==> src/rtl/mem_arbiter.sv <==
// mem_arbiter: shares a single-ported unified memory between the instruction
// fetch port (I, read-only) and the data access port (D, read/write).
// D wins ties; a starvation counter forces an I grant after STARVE_LIMIT
// consecutive D grants while I is waiting. One transaction is in flight at a
// time, completed by the memory's mem_ready handshake.
module mem_arbiter #(
  parameter int WORD_SIZE    = 16,
  parameter int STARVE_LIMIT = 3
) (
  input  logic                 clk,
  input  logic                 reset_n,
  // instruction fetch port
  input  logic                 i_req,
  input  logic [WORD_SIZE-1:0] i_addr,
  output logic                 i_ready,
  output logic [WORD_SIZE-1:0] i_data,
  // data access port
  input  logic                 d_req,
  input  logic                 d_we,
  input  logic [WORD_SIZE-1:0] d_addr,
  input  logic [WORD_SIZE-1:0] d_wdata,
  output logic                 d_ready,
  output logic [WORD_SIZE-1:0] d_rdata,
  // memory side
  output logic                 mem_req,
  output logic                 mem_we,
  output logic [WORD_SIZE-1:0] mem_addr,
  output logic [WORD_SIZE-1:0] mem_wdata,
  input  logic [WORD_SIZE-1:0] mem_rdata,
  input  logic                 mem_ready,
  // status
  output logic                 busy
);

  localparam int unsigned CNT_W = $clog2(STARVE_LIMIT + 1);

  typedef enum logic [1:0] {
    ST_IDLE,
    ST_BUSY_I,
    ST_BUSY_D
  } state_t;

  state_t               state_q,      state_d;
  logic [CNT_W-1:0]     starve_cnt_q, starve_cnt_d;
  logic                 mem_req_q,    mem_req_d;
  logic                 mem_we_q,     mem_we_d;
  logic [WORD_SIZE-1:0] mem_addr_q,   mem_addr_d;
  logic [WORD_SIZE-1:0] mem_wdata_q,  mem_wdata_d;
  logic                 i_ready_q,    i_ready_d;
  logic                 d_ready_q,    d_ready_d;
  logic [WORD_SIZE-1:0] i_data_q,     i_data_d;
  logic [WORD_SIZE-1:0] d_rdata_q,    d_rdata_d;
  logic                 busy_q,       busy_d;

  logic                 i_elig;
  logic                 d_elig;
  logic                 starve_hit;

  // Next-state, arbitration and completion logic.
  always_comb begin
    state_d      = state_q;
    starve_cnt_d = starve_cnt_q;
    mem_we_d     = mem_we_q;
    mem_addr_d   = mem_addr_q;
    mem_wdata_d  = mem_wdata_q;
    i_data_d     = i_data_q;
    d_rdata_d    = d_rdata_q;
    i_ready_d    = 1'b0;
    d_ready_d    = 1'b0;

    // A port whose ready is pulsing still has req high; it must not be
    // re-granted until the cycle after the pulse.
    i_elig     = i_req & ~i_ready_q;
    d_elig     = d_req & ~d_ready_q;
    starve_hit = (starve_cnt_q == CNT_W'(STARVE_LIMIT));

    unique case (state_q)
      ST_IDLE: begin
        if (d_elig && !(i_elig && starve_hit)) begin
          state_d     = ST_BUSY_D;
          mem_addr_d  = d_addr;
          mem_we_d    = d_we;
          mem_wdata_d = d_wdata;
          // Counts D grants that happen while I is asking, including the
          // I ready-pulse cycle where I itself is not eligible.
          if (i_req) begin
            if (!starve_hit) begin
              starve_cnt_d = starve_cnt_q + CNT_W'(1);
            end
          end else begin
            starve_cnt_d = '0;
          end
        end else if (i_elig) begin
          state_d      = ST_BUSY_I;
          mem_addr_d   = i_addr;
          mem_we_d     = 1'b0;
          starve_cnt_d = '0;
        end
      end

      ST_BUSY_I: begin
        if (mem_ready) begin
          state_d   = ST_IDLE;
          i_data_d  = mem_rdata;
          i_ready_d = 1'b1;
          mem_we_d  = 1'b0;
        end
      end

      ST_BUSY_D: begin
        if (mem_ready) begin
          state_d   = ST_IDLE;
          d_rdata_d = mem_rdata;
          d_ready_d = 1'b1;
          mem_we_d  = 1'b0;
        end
      end

      default: begin
        state_d = ST_IDLE;
      end
    endcase

    mem_req_d = (state_d != ST_IDLE);
    busy_d    = (state_d != ST_IDLE);
  end

  // State and registered outputs; synchronous active-low reset abandons any
  // in-flight access.
  always_ff @(posedge clk) begin
    if (!reset_n) begin
      state_q      <= ST_IDLE;
      starve_cnt_q <= '0;
      mem_req_q    <= 1'b0;
      mem_we_q     <= 1'b0;
      mem_addr_q   <= '0;
      mem_wdata_q  <= '0;
      i_ready_q    <= 1'b0;
      d_ready_q    <= 1'b0;
      i_data_q     <= '0;
      d_rdata_q    <= '0;
      busy_q       <= 1'b0;
    end else begin
      state_q      <= state_d;
      starve_cnt_q <= starve_cnt_d;
      mem_req_q    <= mem_req_d;
      mem_we_q     <= mem_we_d;
      mem_addr_q   <= mem_addr_d;
      mem_wdata_q  <= mem_wdata_d;
      i_ready_q    <= i_ready_d;
      d_ready_q    <= d_ready_d;
      i_data_q     <= i_data_d;
      d_rdata_q    <= d_rdata_d;
      busy_q       <= busy_d;
    end
  end

  assign mem_req   = mem_req_q;
  assign mem_we    = mem_we_q;
  assign mem_addr  = mem_addr_q;
  assign mem_wdata = mem_wdata_q;
  assign i_ready   = i_ready_q;
  assign d_ready   = d_ready_q;
  assign i_data    = i_data_q;
  assign d_rdata   = d_rdata_q;
  assign busy      = busy_q;

endmodule

==> config.mk <==
export PLATFORM = sky130hd
export DESIGN_NAME = mem_arbiter
export DESIGN_NICKNAME = d
export VERILOG_FILES = /design/src/rtl/mem_arbiter.sv
export SDC_FILE = /design/constraint.sdc
export NUM_CORES = 1
export LEC_CHECK = 0
export ABC_AREA = 1
export CAP_MARGIN = 30
export CORE_UTILIZATION = 41
export DETAILED_ROUTE_END_ITERATION = 10
export GPL_TIMING_DRIVEN = 1
export PLACE_DENSITY = 0.88
export SETUP_SLACK_MARGIN = 0.02
export SYNTH_ARGS = -nofsm -noshare
export SYNTH_HDL_FRONTEND = slang
export SYNTH_SLANG_ARGS = --single-unit
==> constraint.sdc <==
create_clock -name clk -period 1.9 [get_ports clk]
set_clock_uncertainty 0.05 [all_clocks]
set_input_delay 0.57 -clock clk [delete_from_list [all_inputs] [get_ports clk]]
set_output_delay 0.57 -clock clk [all_outputs]
set_load 0.02 [all_outputs]
# Yosys cells after proc, flatten, opt, wreduce, memory -nomap -nowiden
# Cells that the tools add are included.
[word_totals]
in_bits = 70
regBits = 72
output_inout_bits = 69
word_cells = 52
[op_classes]
mux = 15
addsub = 1
bitwise = 4
n_eq_ne = 6
reduce_logical = 16
[op_table]
columns = ["op", "count"]
rows = [
  ["2-to-1 mux 16 bit", 2],
  ["2-to-1 mux 2 bit", 7],
  ["AND reduction 2 bit", 6],
  ["inequality test 3 bit (second input constant)", 2],
  ["AND reduction 3 bit", 2],
  ["nonzero test 2 bit", 3],
  ["equality test 2 bit (second input constant)", 2],
  ["2-to-1 mux 1 bit", 4],
  ["case mux 2 bit (2 select lines)", 1],
  ["adder 2 x 1 -> 2 bit (second input constant)", 1],
  ["AND 1 bit", 2],
  ["equality test 2 x 1 -> 1 bit (second input constant)", 1],
  ["logical AND 1 bit", 2],
  ["zero test 2 bit", 1],
  ["inequality test 2 x 1 -> 1 bit (second input constant)", 1],
  ["NOT 1 bit", 2],
  ["case mux 1 bit (2 select lines)", 1],
  ["OR reduction 2 bit", 1],
  ["zero test 1 bit", 1],
]

# Depth between registers and ports, before layout
# Gate-level depths: netlist of run 1.
[depth]
ltp_word = 8
depth_mapped = 10
depth_no_buf = 9

# Worst setup path before layout of run 1
# OpenSTA, ideal clock, no wires.
[synth_timing]
path_kind = "input -> register"
start = "input port d_req"
end = "register mem_wdata_q[6] (netlist: mem_wdata[6])"
path_stages = 8
setup_ps = 132
required_ps = 1718
n_path_buf = 1
arrival_ps = 1279
setup_slack_ps = 438
cell_sequence = "nand2_1 > inv_2 > nand2_4 > inv_4 > nand2_4 > buf_4 > nand2_1 > a21oi_1"
[synth_between]
elab_chain_len = 3
[synth_lines]
columns = ["item", "line", "rtl"]
rows = [
  ["from (decl)", "18", "input logic d_req,"],
  ["AND 1 bit", "74", "d_elig = d_req & ~d_ready_q;"],
  ["logical AND 1 bit", "79", "if (d_elig && !(i_elig && starve_hit)) begin"],
  ["AND reduction 2 bit (no source line)", "n/a", ""],
  ["to (signal assigned)", "149", "mem_wdata_q <= mem_wdata_d;"],
  ["to (decl)", "48", "logic [WORD_SIZE-1:0] mem_wdata_q, mem_wdata_d;"],
]
# Every way passes these cells.
# A chain may end at the register's enable or synchronous reset.

# Worst setup path in the final report of run 1
[layout_timing]
start = "register i_ready_q (netlist: i_ready)"
end = "output port i_ready"
[layout_lines]
columns = ["item", "line", "rtl"]
rows = [
  ["from (decl)", "49", "logic i_ready_q, i_ready_d;"],
  ["from (signal assigned)", "150", "i_ready_q <= i_ready_d;"],
  ["to (decl)", "15", "output logic i_ready,"],
]
# No word-level cell between the ends.

==> results of run 1 <==
## layout by cell type (no fill, tap or decap), types with 2 or more instances in the layout
cell,instances
sky130_fd_sc_hd__ha_1,5
sky130_fd_sc_hd__inv_1,33
sky130_fd_sc_hd__clkbuf_1,4
sky130_fd_sc_hd__dlygate4sd2_1,69
sky130_fd_sc_hd__dfxtp_1,72
sky130_fd_sc_hd__nand4_1,2
sky130_fd_sc_hd__a21oi_1,19
sky130_fd_sc_hd__nand3_1,36
sky130_fd_sc_hd__buf_12,4
sky130_fd_sc_hd__o21ai_0,34
sky130_fd_sc_hd__nor2_1,104
sky130_fd_sc_hd__buf_4,12
sky130_fd_sc_hd__nand2_4,2
sky130_fd_sc_hd__clkdlybuf4s50_1,69
sky130_fd_sc_hd__nand2_1,79
sky130_fd_sc_hd__clkbuf_8,9
## layer usage
layer  vias to the layer above  global-route usage, %  wire [microns]
li1                       1584                      -               -
met1                      1413                   25.4            3400
met2                        88                   41.2            4230
met3                        23                   3.89             368
met4                         0                   13.4             276
met5                         -                      0               0
## metrics by stage
step	hold WS, ns	std cells	utilization (%)	TNS [ns]	area, sq um
2_1_floorplan	0.406	415	-	0	2970
3_3_place_gp	0.397	644	65.5	-0.330	4530
3_5_place_dp	0.405	644	65.5	-1.92	4530
4_1_cts	0.414	660	66.9	0	4620
5_1_grt	0.431	660	66.9	0	4620
6_report	0.412	660	66.9	0	4620
## kinds of logic after synthesis
| logic type | Yosys count | synth area share (%) |
|---|---|---|
| AND/OR/NAND/NOR | 227 | 31.4 |
| flip-flops | 72 | 48.5 |
| buffers and inverters | 57 | 8.55 |
| AO/OA/AOI/OAI | 54 | 9.47 |
| adder cells (fa/ha/maj) | 5 | 2.11 |
## cell type report
class | count | area [sq um]
fill | 632 | 2280
timing repair buffer | 154 | 1470
sequential | 72 | 1440
multi-input combinational | 286 | 1280
clock buffer | 13 | 139
inverter | 36 | 138
tap | 96 | 120
clock inverter | 3 | 42.5
## power by group through the flow
stage / registers [mW] / clock network (mW) / logic (mW)
after floorplan: 1.87 / 0 / 0.389
after global placement: 1.72 / 0 / 0.990
after detailed placement: 1.73 / 0 / 1.01
after CTS: 1.69 / 1.18 / 0.935
after global routing: 1.71 / 1.23 / 1.03
final: 1.69 / 1.16 / 0.929
## sequential cells by signal, summed over array words and instances, names as in the netlist
name	flops
d_ready	1
d_rdata	16
i_ready	1
starve_cnt_q	2
mem_addr	16
mem_wdata	16
state_q	2
busy	1
mem_we	1
i_data	16
## worst max-delay path by stage
stage | start | endpoint | slack [ns] | depth (start not counted)
floorplan | d_req | mem_wdata[6]$_SDFFE_PN0P_ | 0.44 | 8
global placement | d_req | busy$_SDFF_PN0_ | -0.08 | 8
CTS | i_ready$_SDFF_PN0_ | i_ready | 0.20 | 1
detailed placement | d_req | busy$_SDFF_PN0_ | -0.11 | 8
finish | i_ready$_SDFF_PN0_ | i_ready | 0.21 | 1
global route | state_q[0]$_SDFF_PN0_ | mem_addr[12]$_SDFFE_PN0P_ | 0.09 | 9
## repair_timing
item,4_1_cts,5_1_grt
resized for setup,69,0
hold buffers,0,0
setup buffers,0,0
setup endpoints to repair,69,0
==> summary.md, run 1 <==
| Metric | Value |
|---|---|
| Run status | `finished clean` |
| Hold wc startpoint | `mem_wdata[6]$_SDFFE_PN0P_` |
| Worst Slack Setup Final | `between 0.2 and 0.25 ns` |
| Total power per unit cell area | `818 nW/um^2` |
| Number of sinks driven by the clock tree | `72` |
| Most frequent cells after synthesis | `sky130_fd_sc_hd__nor2_1, sky130_fd_sc_hd__nand2_1, sky130_fd_sc_hd__dfxtp_1` |
| GR Overflow Total | `0` |
| DRT antenna net count | `0` |
| R2R setup slack | `0.23 ns` |
| Number of maximum-capacitance violations | `0` |
| Global-route total usage across every layer | `22.9%` |
| Layout cell share with drive strength beyond 1 | `6.38%` |
| Final critical-path share of the clock period | `roughly 89%` |
| Largest delay contributor family on the critical path | `buffers and inverters` |
| Fin crit period | `roughly 1.7 ns` |
| Clock share of power | `30.7%` |
| Gate Count Post-Synth | `415` |
| Pin count of the biggest net entering global routing | `36` |
| Initial antenna violation count | `0` |
| Fraction of registers with async set/reset | `0%` |
| Primary flip-flop cell chosen by synthesis mapping | `sky130_fd_sc_hd__dfxtp_1` |
| Dominant cell type by area after synthesis | `sky130_fd_sc_hd__dfxtp_1` |
| Crit path buffers/inverters | `1` |
| Total standard cell area after synthesis | `between 2000 and 3000 sq um` |
| Port Buffers | `138` |
| Yosys top cell area share | `48.5%` |
| Clk pin slew, worst setup/hold paths | `about 0.080 ns` |
| Proportion of power drawn by combinational gates | `24.6%` |
| Final weighted congestion in routability-driven placement | `0.785` |
| Nets@finish | `634` |
| Cell-internal power | `2.66 mW` |
| Post-route total power | `about 3.8 mW` |
| Number of setup violations in the final report | `0` |
| Critical Path AT | `1.07 ns` |
| Pin slew with the least headroom to its limit | `0.536 ns` |
| HPWL reported at the end of detailed placement | `6030 microns` |
| EDFF count, synth | `0` |
| Layout Area Growth over Synthesis | `55.5%` |
| Syn_area_per_cell | `7.16 sq um` |
| Hold Path Cell Cnt | `2` |
| Number of optimization iterations in the first detailed-route pass | `4` |
| Unique masters post-synth | `22` |
| Routed length per instance | `between 10 and 15 microns` |
| Die width | `87.1 microns` |
| Share of total power in sequential cells | `44.8%` |
| Post-synthesis net count | `490` |
| Number of vias per cell | `4.71` |
| Element type at the critical path start | `register` |
| Lkg Pwr | `2.29 nW` |
| Most used standard cell by instance count after synthesis | `sky130_fd_sc_hd__nor2_1` |
| Total of warnings raised by yosys | `0` |
| Clock Tree Root | `sky130_fd_sc_hd__clkbuf_8` |
| Initial standard-cell utilization of the core | `a little over two fifths` |
| Max Transition Viols Final | `0` |
| Worst r2r dst | `starve_cnt_q[1]$_SDFFE_PN0P_` |
| Routed WL | `8270 microns` |
| CP Class | `register to output port` |
| Worst vdd rail ir drop | `~0.0005 V` |
| Die Ht | `around 87 microns` |
| Critical-path top delay cell | `sky130_fd_sc_hd__dlygate4sd2_1` |
| Max transition margin | `64.2%` |
| F_max | `around 600 MHz` |
| Fraction of power spent switching nets | `between 20 and 30%` |
| Series of cell instances along the critical path | `dlygate4sd2_1` |
| Post-route DRC | `0` |
| Htree depth | `3` |
| Number of antenna diodes | `0` |
| Core region area | `6910 sq um` |
| Number of flip-flops and latches in the synthesized netlist | `72` |
| Io pins | `139` |
| Via Count | `3108` |
| Global-route wire length before repair | `13500 microns` |
| TritonCTS clock tree | `built` |
| Worst flop-to-flop path startpoint | `state_q[0]$_SDFF_PN0_` |
| Maximum single-stage delay on the critical path | `0.37 ns` |
| Drt first-iter violations | `91` |
| Crit path capture type | `output port` |
| Synth area leaders | `sky130_fd_sc_hd__dfxtp_1, sky130_fd_sc_hd__nor2_1, sky130_fd_sc_hd__nand2_1` |
| Row cnt | `30` |
| Type of the tightest min-delay check | `register to register` |
| Worst-Skew Late Latency | `~0.33 ns` |
| NetSw | `1.12 mW` |
| Setup repair after global routing missed its margin | `false` |
| Proportion of synthesized chip area in sequential cells | `just under 50%` |
| Maximum buffer depth of the clock tree | `2` |
| Hold path endpoint | `mem_wdata[6]$_SDFFE_PN0P_` |
| Placement-stage worst setup slack | `-0.113 ns` |
| Overall die area | `7590 sq um` |
| Hold Fails Final Rpt | `0` |
| Crit Path Max Fanout | `3` |
| Count of cells along the worst register-to-register path | `8` |
| Number of clock buffers inserted by TritonCTS | `9` |
| Worst path required time | `1.28 ns` |
| Vias in the first global route | `a little over 3000` |
Note: power is estimated with default switching activity, not from simulation.
==> run 2, diff against run 1 <==
--- a/config.mk
+++ b/config.mk
@@ -7,11 +7,13 @@
 export LEC_CHECK = 0
 export ABC_AREA = 1
 export CAP_MARGIN = 30
-export CORE_UTILIZATION = 41
+export CORE_UTILIZATION = 42
+export CTS_BUF_LIST = sky130_fd_sc_hd__clkbuf_8
 export DETAILED_ROUTE_END_ITERATION = 10
 export GPL_TIMING_DRIVEN = 1
-export PLACE_DENSITY = 0.88
+export PLACE_DENSITY = 0.9
 export SETUP_SLACK_MARGIN = 0.02
+export SLEW_MARGIN = 10
 export SYNTH_ARGS = -nofsm -noshare
 export SYNTH_HDL_FRONTEND = slang
 export SYNTH_SLANG_ARGS = --single-unit
==> summary.md, run 2 (synthesis results as in run 1) <==
| Metric | Value |
|---|---|
| Sequential cell area in the final layout | `1440 sq um` |
| Quantity of hold-fixing buffers added after cts | `0` |
| Max Transition Viols Final | `0` |
| Fin crit period | `between 1.5 and 2 ns` |
| Final Core Density | `67.9%` |
| Top library cells by usage in the layout, fill and taps aside | `sky130_fd_sc_hd__nor2_1, sky130_fd_sc_hd__nand2_1, sky130_fd_sc_hd__dfxtp_1` |
| Hold Path Cell Cnt | `2` |
| Number of antenna diodes | `0` |
| Initial standard-cell utilization of the core | `a little over two fifths` |
| Critical-path top delay cell | `sky130_fd_sc_hd__dlygate4sd2_1` |
| Crit path buffers/inverters | `1` |
| Htree depth | `3` |
| Pin slew with the least headroom to its limit | `0.253 ns` |
| Global-route wire length before repair | `13300 microns` |
| Placement-stage worst setup slack | `-0.0898 ns` |
| Lkg Pwr | `2.31 nW` |
| Layout cell share with drive strength beyond 1 | `6.74%` |
| Worst-Skew Late Latency | `0.33 ns` |
| Count of cells along the worst register-to-register path | `9` |
| TritonCTS clock tree | `built` |
| Final critical-path share of the clock period | `88.7%` |
| GR Overflow Total | `0` |
| Worst Slack Setup Final | `about 0.21 ns` |
| Crit Path Max Fanout | `2` |
| Count of non-filler cells in the finished layout | `660` |
| F_max | `593 MHz` |
| Area taken by multi-input logic gates | `1280 sq um` |
| Die Ht | `86.1 microns` |
| DRT antenna net count | `0` |
| Global-route total usage across every layer | `22.8%` |
| HPWL reported at the end of detailed placement | `6070 microns` |
| Element type at the critical path start | `register` |
| Number of logic stages on the critical path including buffering | `1` |
| Io pins | `139` |
| Number of vias per cell | `roughly 4.7` |
| Critical Path AT | `1.07 ns` |
| Routed WL | `8070 microns` |
| Crit path capture type | `output port` |
| Largest delay contributor family on the critical path | `buffers and inverters` |
| Maximum single-stage delay on the critical path | `0.37 ns` |
| Core region area | `6830 sq um` |
| Number of setup violations in the final report | `0` |
| Hold Fails Final Rpt | `0` |
| Pin count of the biggest net entering global routing | `36` |
| Most common cell after layout, fill and taps aside | `sky130_fd_sc_hd__nor2_1` |
| Worst path required time | `1.28 ns` |
| Number of maximum-capacitance violations | `0` |
| Layout Area Growth over Synthesis | `56.2%` |
| Number of optimization iterations in the first detailed-route pass | `5` |
| Post-layout instance area | `approximately 4600 sq um` |
| Nets@finish | `approximately 630` |
| Overall die area | `7420 sq um` |
| Worst hold-check slack | `0.408 ns` |
| Series of cell instances along the critical path | `dlygate4sd2_1` |
| Maximum buffer depth of the clock tree | `2` |
| Number of sinks driven by the clock tree | `between 70 and 80` |
| Total setup buffers inserted after CTS | `0` |
| Initial antenna violation count | `0` |
| Clk pin slew, worst setup/hold paths | `about 0.080 ns` |
| CP Class | `register to output port` |
| Routed length per instance | `12.2 microns` |
| DP Area | `around 4500 sq um` |
| Max transition margin | `82.9%` |
| Filler instances | `roughly 610` |
| Drt first-iter violations | `130` |
| Clock Tree Root | `sky130_fd_sc_hd__clkbuf_8` |
| Cell Count Post-Placement | `644` |
| Run status | `finished clean` |
| Setup repair after global routing missed its margin | `false` |
| Post-route DRC | `0` |
| Number of clock buffers inserted by TritonCTS | `9` |
| Vias in the first global route | `2996` |
| Row cnt | `30` |
| Die width | `roughly 86 microns` |
| Via Count | `3124` |
| Port Buffers | `138` |
| Final weighted congestion in routability-driven placement | `approximately 0.79` |
| Total power per unit cell area | `a little over 800 nW/um^2` |
| Type of the tightest min-delay check | `register to register` |
| Worst vdd rail ir drop | `0.000489 V` |
run 2: metrics by stage:
step | TNS [ns] | total power, mW
after floorplan | 0 | 2.25
after detailed placement | -1.91 | 2.75
after global routing | 0 | 3.99
after CTS | 0 | 3.82
final | 0 | 3.77
after global placement | -0.136 | 2.72
run 2: final timing paths:
| kind | from | to | slack [ns] |
|---|---|---|---|
| max | i_data[10]$_SDFFE_PN0P_ | i_data[10] | 0.21 |
| min | mem_we$_SDFFE_PN0P_ | mem_we$_SDFFE_PN0P_ | 0.41 |
| max reg2reg | state_q[0]$_SDFF_PN0_ | mem_addr[5]$_SDFFE_PN0P_ | 0.27 |
| min reg2reg | mem_we$_SDFFE_PN0P_ | mem_we$_SDFFE_PN0P_ | 0.41 |
run 2: worst register-to-register path: cells and delay by family (launching register included):
kind            cells  cell delay [ns]
compound gates      1             0.15
buf+inv             4             0.52
fa+ha+maj           1             0.30
flops               1             0.33
simple gates        3             0.23
run 2: layout make-up:
| cell class | instances | area share (%) |
|---|---|---|
| Clock inverter | 7 | 1.40 |
| Tap cell | 96 | 2.59 |
| Timing Repair Buffer | 154 | 31.8 |
| Sequential cell | 72 | 31.1 |
| Inverter | 36 | 2.96 |
| Clock buffer | 9 | 2.67 |
| Multi-Input combinational cell | 286 | 27.5 |
run 2: where the power goes:
| part | switching [mW] | total, mW | internal, mW |
|---|---|---|---|
| Combinational | 0.515 | 0.935 | 0.420 |
| Sequential | 0.0611 | 1.69 | 1.63 |
| Clock | 0.547 | 1.14 | 0.597 |
run 2: what timing repair did:
action | CTS | global route
hold endpoints to repair | 0 | 0
resized for setup | 69 | 0
setup endpoints to repair | 69 | 0
run 2: routing by layer:
layer | GRT usage [%] | wire length, microns
met4 | 12.0 | 246
met3 | 5.58 | 453
met2 | 40.0 | 4060
met1 | 25.4 | 3310
met5 | 0 | 0
==> run 3, diff against run 2 <==
--- a/config.mk
+++ b/config.mk
@@ -7,11 +7,12 @@
 export LEC_CHECK = 0
 export ABC_AREA = 1
 export CAP_MARGIN = 30
-export CORE_UTILIZATION = 42
+export CORE_UTILIZATION = 65
 export CTS_BUF_LIST = sky130_fd_sc_hd__clkbuf_8
 export DETAILED_ROUTE_END_ITERATION = 10
+export DONT_BUFFER_PORTS = 1
 export GPL_TIMING_DRIVEN = 1
-export PLACE_DENSITY = 0.9
+export PLACE_DENSITY = 0.89
 export SETUP_SLACK_MARGIN = 0.02
 export SLEW_MARGIN = 10
 export SYNTH_ARGS = -nofsm -noshare
==> summary.md, run 3 (synthesis results as in run 1) <==
| Metric | Value |
|---|---|
| Run status | `finished clean` |
| Vias in the first global route | `2478` |
| Lkg Pwr | `1.48 nW` |
| Pin count of the biggest net entering global routing | `36` |
| Filler instances | `359` |
| Routed length per instance | `13.7 microns` |
| Number of optimization iterations in the first detailed-route pass | `4` |
| Hold Fails Final Rpt | `0` |
| R2R setup slack | `0.29 ns` |
| Worst hold-check slack | `0.307 ns` |
| Clock share of power | `a little over a third` |
| Area taken by multi-input logic gates | `1280 sq um` |
| Io pins | `around 140` |
| Element type at the critical path start | `register` |
| Port Buffers | `0` |
| Max transition margin | `63.7%` |
| Initial standard-cell utilization of the core | `67.8%` |
| DRT antenna net count | `0` |
| Setup repair after global routing missed its margin | `false` |
| Maximum buffer depth of the clock tree | `2` |
| Htree depth | `3` |
| Sequential cell area in the final layout | `between 1000 and 1500 sq um` |
| Clock Tree Root | `sky130_fd_sc_hd__clkbuf_8` |
| Quantity of hold-fixing buffers added after cts | `0` |
| HPWL reported at the end of detailed placement | `approximately 4400 microns` |
| Nets@finish | `between 400 and 500` |
| Critical Path AT | `1.82 ns` |
| Drt first-iter violations | `between 150 and 200` |
| Number of maximum-capacitance violations | `0` |
| Overall die area | `4850 sq um` |
| Total setup buffers inserted after CTS | `0` |
| TritonCTS clock tree | `built` |
| Number of vias per cell | `5.39` |
| Die width | `69.6 microns` |
| Count of non-filler cells in the finished layout | `471` |
| Max Transition Viols Final | `0` |
| Proportion of power drawn by combinational gates | `12.2%` |
| Top library cells by usage in the layout, fill and taps aside | `sky130_fd_sc_hd__nor2_1, sky130_fd_sc_hd__nand2_1, sky130_fd_sc_hd__dfxtp_1` |
| Cell-internal power | `2.56 mW` |
| Core region area | `4380 sq um` |
| Number of sinks driven by the clock tree | `72` |
| Die Ht | `69.6 microns` |
| Layout cell share with drive strength beyond 1 | `7.88%` |
| Routed WL | `6440 microns` |
| F_max | `621 MHz` |
| CP Class | `register to register` |
| Fraction of power spent switching nets | `28.9%` |
| Share of total power in sequential cells | `roughly half` |
| Post-route total power | `3.61 mW` |
| NetSw | `1.04 mW` |
| Final critical-path share of the clock period | `84.8%` |
| Initial antenna violation count | `0` |
| Layout Area Growth over Synthesis | `7.96%` |
| Final weighted congestion in routability-driven placement | `a little over 0.8` |
| Clk pin slew, worst setup/hold paths | `0.08 ns` |
| Row cnt | `24` |
| Pin slew with the least headroom to its limit | `about 0.54 ns` |
| Number of clock buffers inserted by TritonCTS | `9` |
| Global-route total usage across every layer | `26.5%` |
| Final Core Density | `73.2%` |
| Most common cell after layout, fill and taps aside | `sky130_fd_sc_hd__nor2_1` |
| Number of setup violations in the final report | `0` |
| Crit Path Max Fanout | `23` |
| Type of the tightest min-delay check | `input pin to register` |
| Quantity of gates resized following cts | `0` |
| Global-route wire length before repair | `10300 microns` |
| Worst-Skew Late Latency | `between 0.3 and 0.4 ns` |
| GR Overflow Total | `0` |
| Worst path required time | `between 2 and 2.5 ns` |
| Post-route DRC | `0` |
| Fin crit period | `about 1.6 ns` |
| Crit path capture type | `register` |
| Total power per unit cell area | `~1100 nW/um^2` |
| Number of antenna diodes | `0` |
| Cell Count Post-Placement | `455` |
| Worst vdd rail ir drop | `0.000901 V` |
| Post-route setup TNS | `0 ns` |
| Via Count | `approximately 2500` |
[run 3: worst max-delay path: stages (launching register included)]
cell,delay [ns]
sky130_fd_sc_hd__dfxtp_1,0.49
sky130_fd_sc_hd__inv_1,0.13
sky130_fd_sc_hd__nand3_2,0.11
sky130_fd_sc_hd__nand2_4,0.06
sky130_fd_sc_hd__inv_4,0.20
sky130_fd_sc_hd__buf_4,0.23
sky130_fd_sc_hd__nand3_1,0.09
sky130_fd_sc_hd__a21oi_1,0.17
[run 3: final cells by class]
class	instances	area share, %
sequential	72	44.9
multi-input combinational	286	39.8
clock buffer	10	4.29
inverter	36	4.29
clock inverter	6	2.57
timing repair buffer	9	2.11
tap	52	2.03
[run 3: stage by stage]
stage | area, sq um | setup WS [ns]
after floorplan | 2970 | 0.438
after global placement | 2990 | 0.294
after detailed placement | 2990 | 0.204
after CTS | 3210 | 0.297
after global routing | 3210 | 0.174
final | 3210 | 0.289
[run 3: metal layers]
metal | vias to the layer above | GRT usage (%) | share of wire, %
li1 | 1294 | - | -
met1 | 1133 | 29.6 | 41
met2 | 104 | 45.5 | 50
met3 | 9 | 7.99 | 8.0
met4 | 0 | 13.3 | 1.0
met5 | - | 0 | 0
[run 3: final timing paths]
path,startpoint,to,cells past startpoint
setup / recovery,i_ready$_SDFF_PN0_,mem_wdata[1]$_SDFFE_PN0P_,7
hold / removal,reset_n,starve_cnt_q[0]$_SDFFE_PN0P_,2
setup reg to reg,i_ready$_SDFF_PN0_,mem_wdata[1]$_SDFFE_PN0P_,7
hold reg to reg,starve_cnt_q[1]$_SDFFE_PN0P_,starve_cnt_q[1]$_SDFFE_PN0P_,2
[run 3: power groups by stage]
stage | Combinational (mW) | Clock [mW] | Sequential, mW
6_report | 0.442 | 1.31 | 1.86
5_1_grt | 0.512 | 1.39 | 1.87
4_1_cts | 0.441 | 1.33 | 1.86
3_5_place_dp | 0.439 | 0 | 1.89
3_3_place_gp | 0.415 | 0 | 1.89
2_1_floorplan | 0.389 | 0 | 1.87
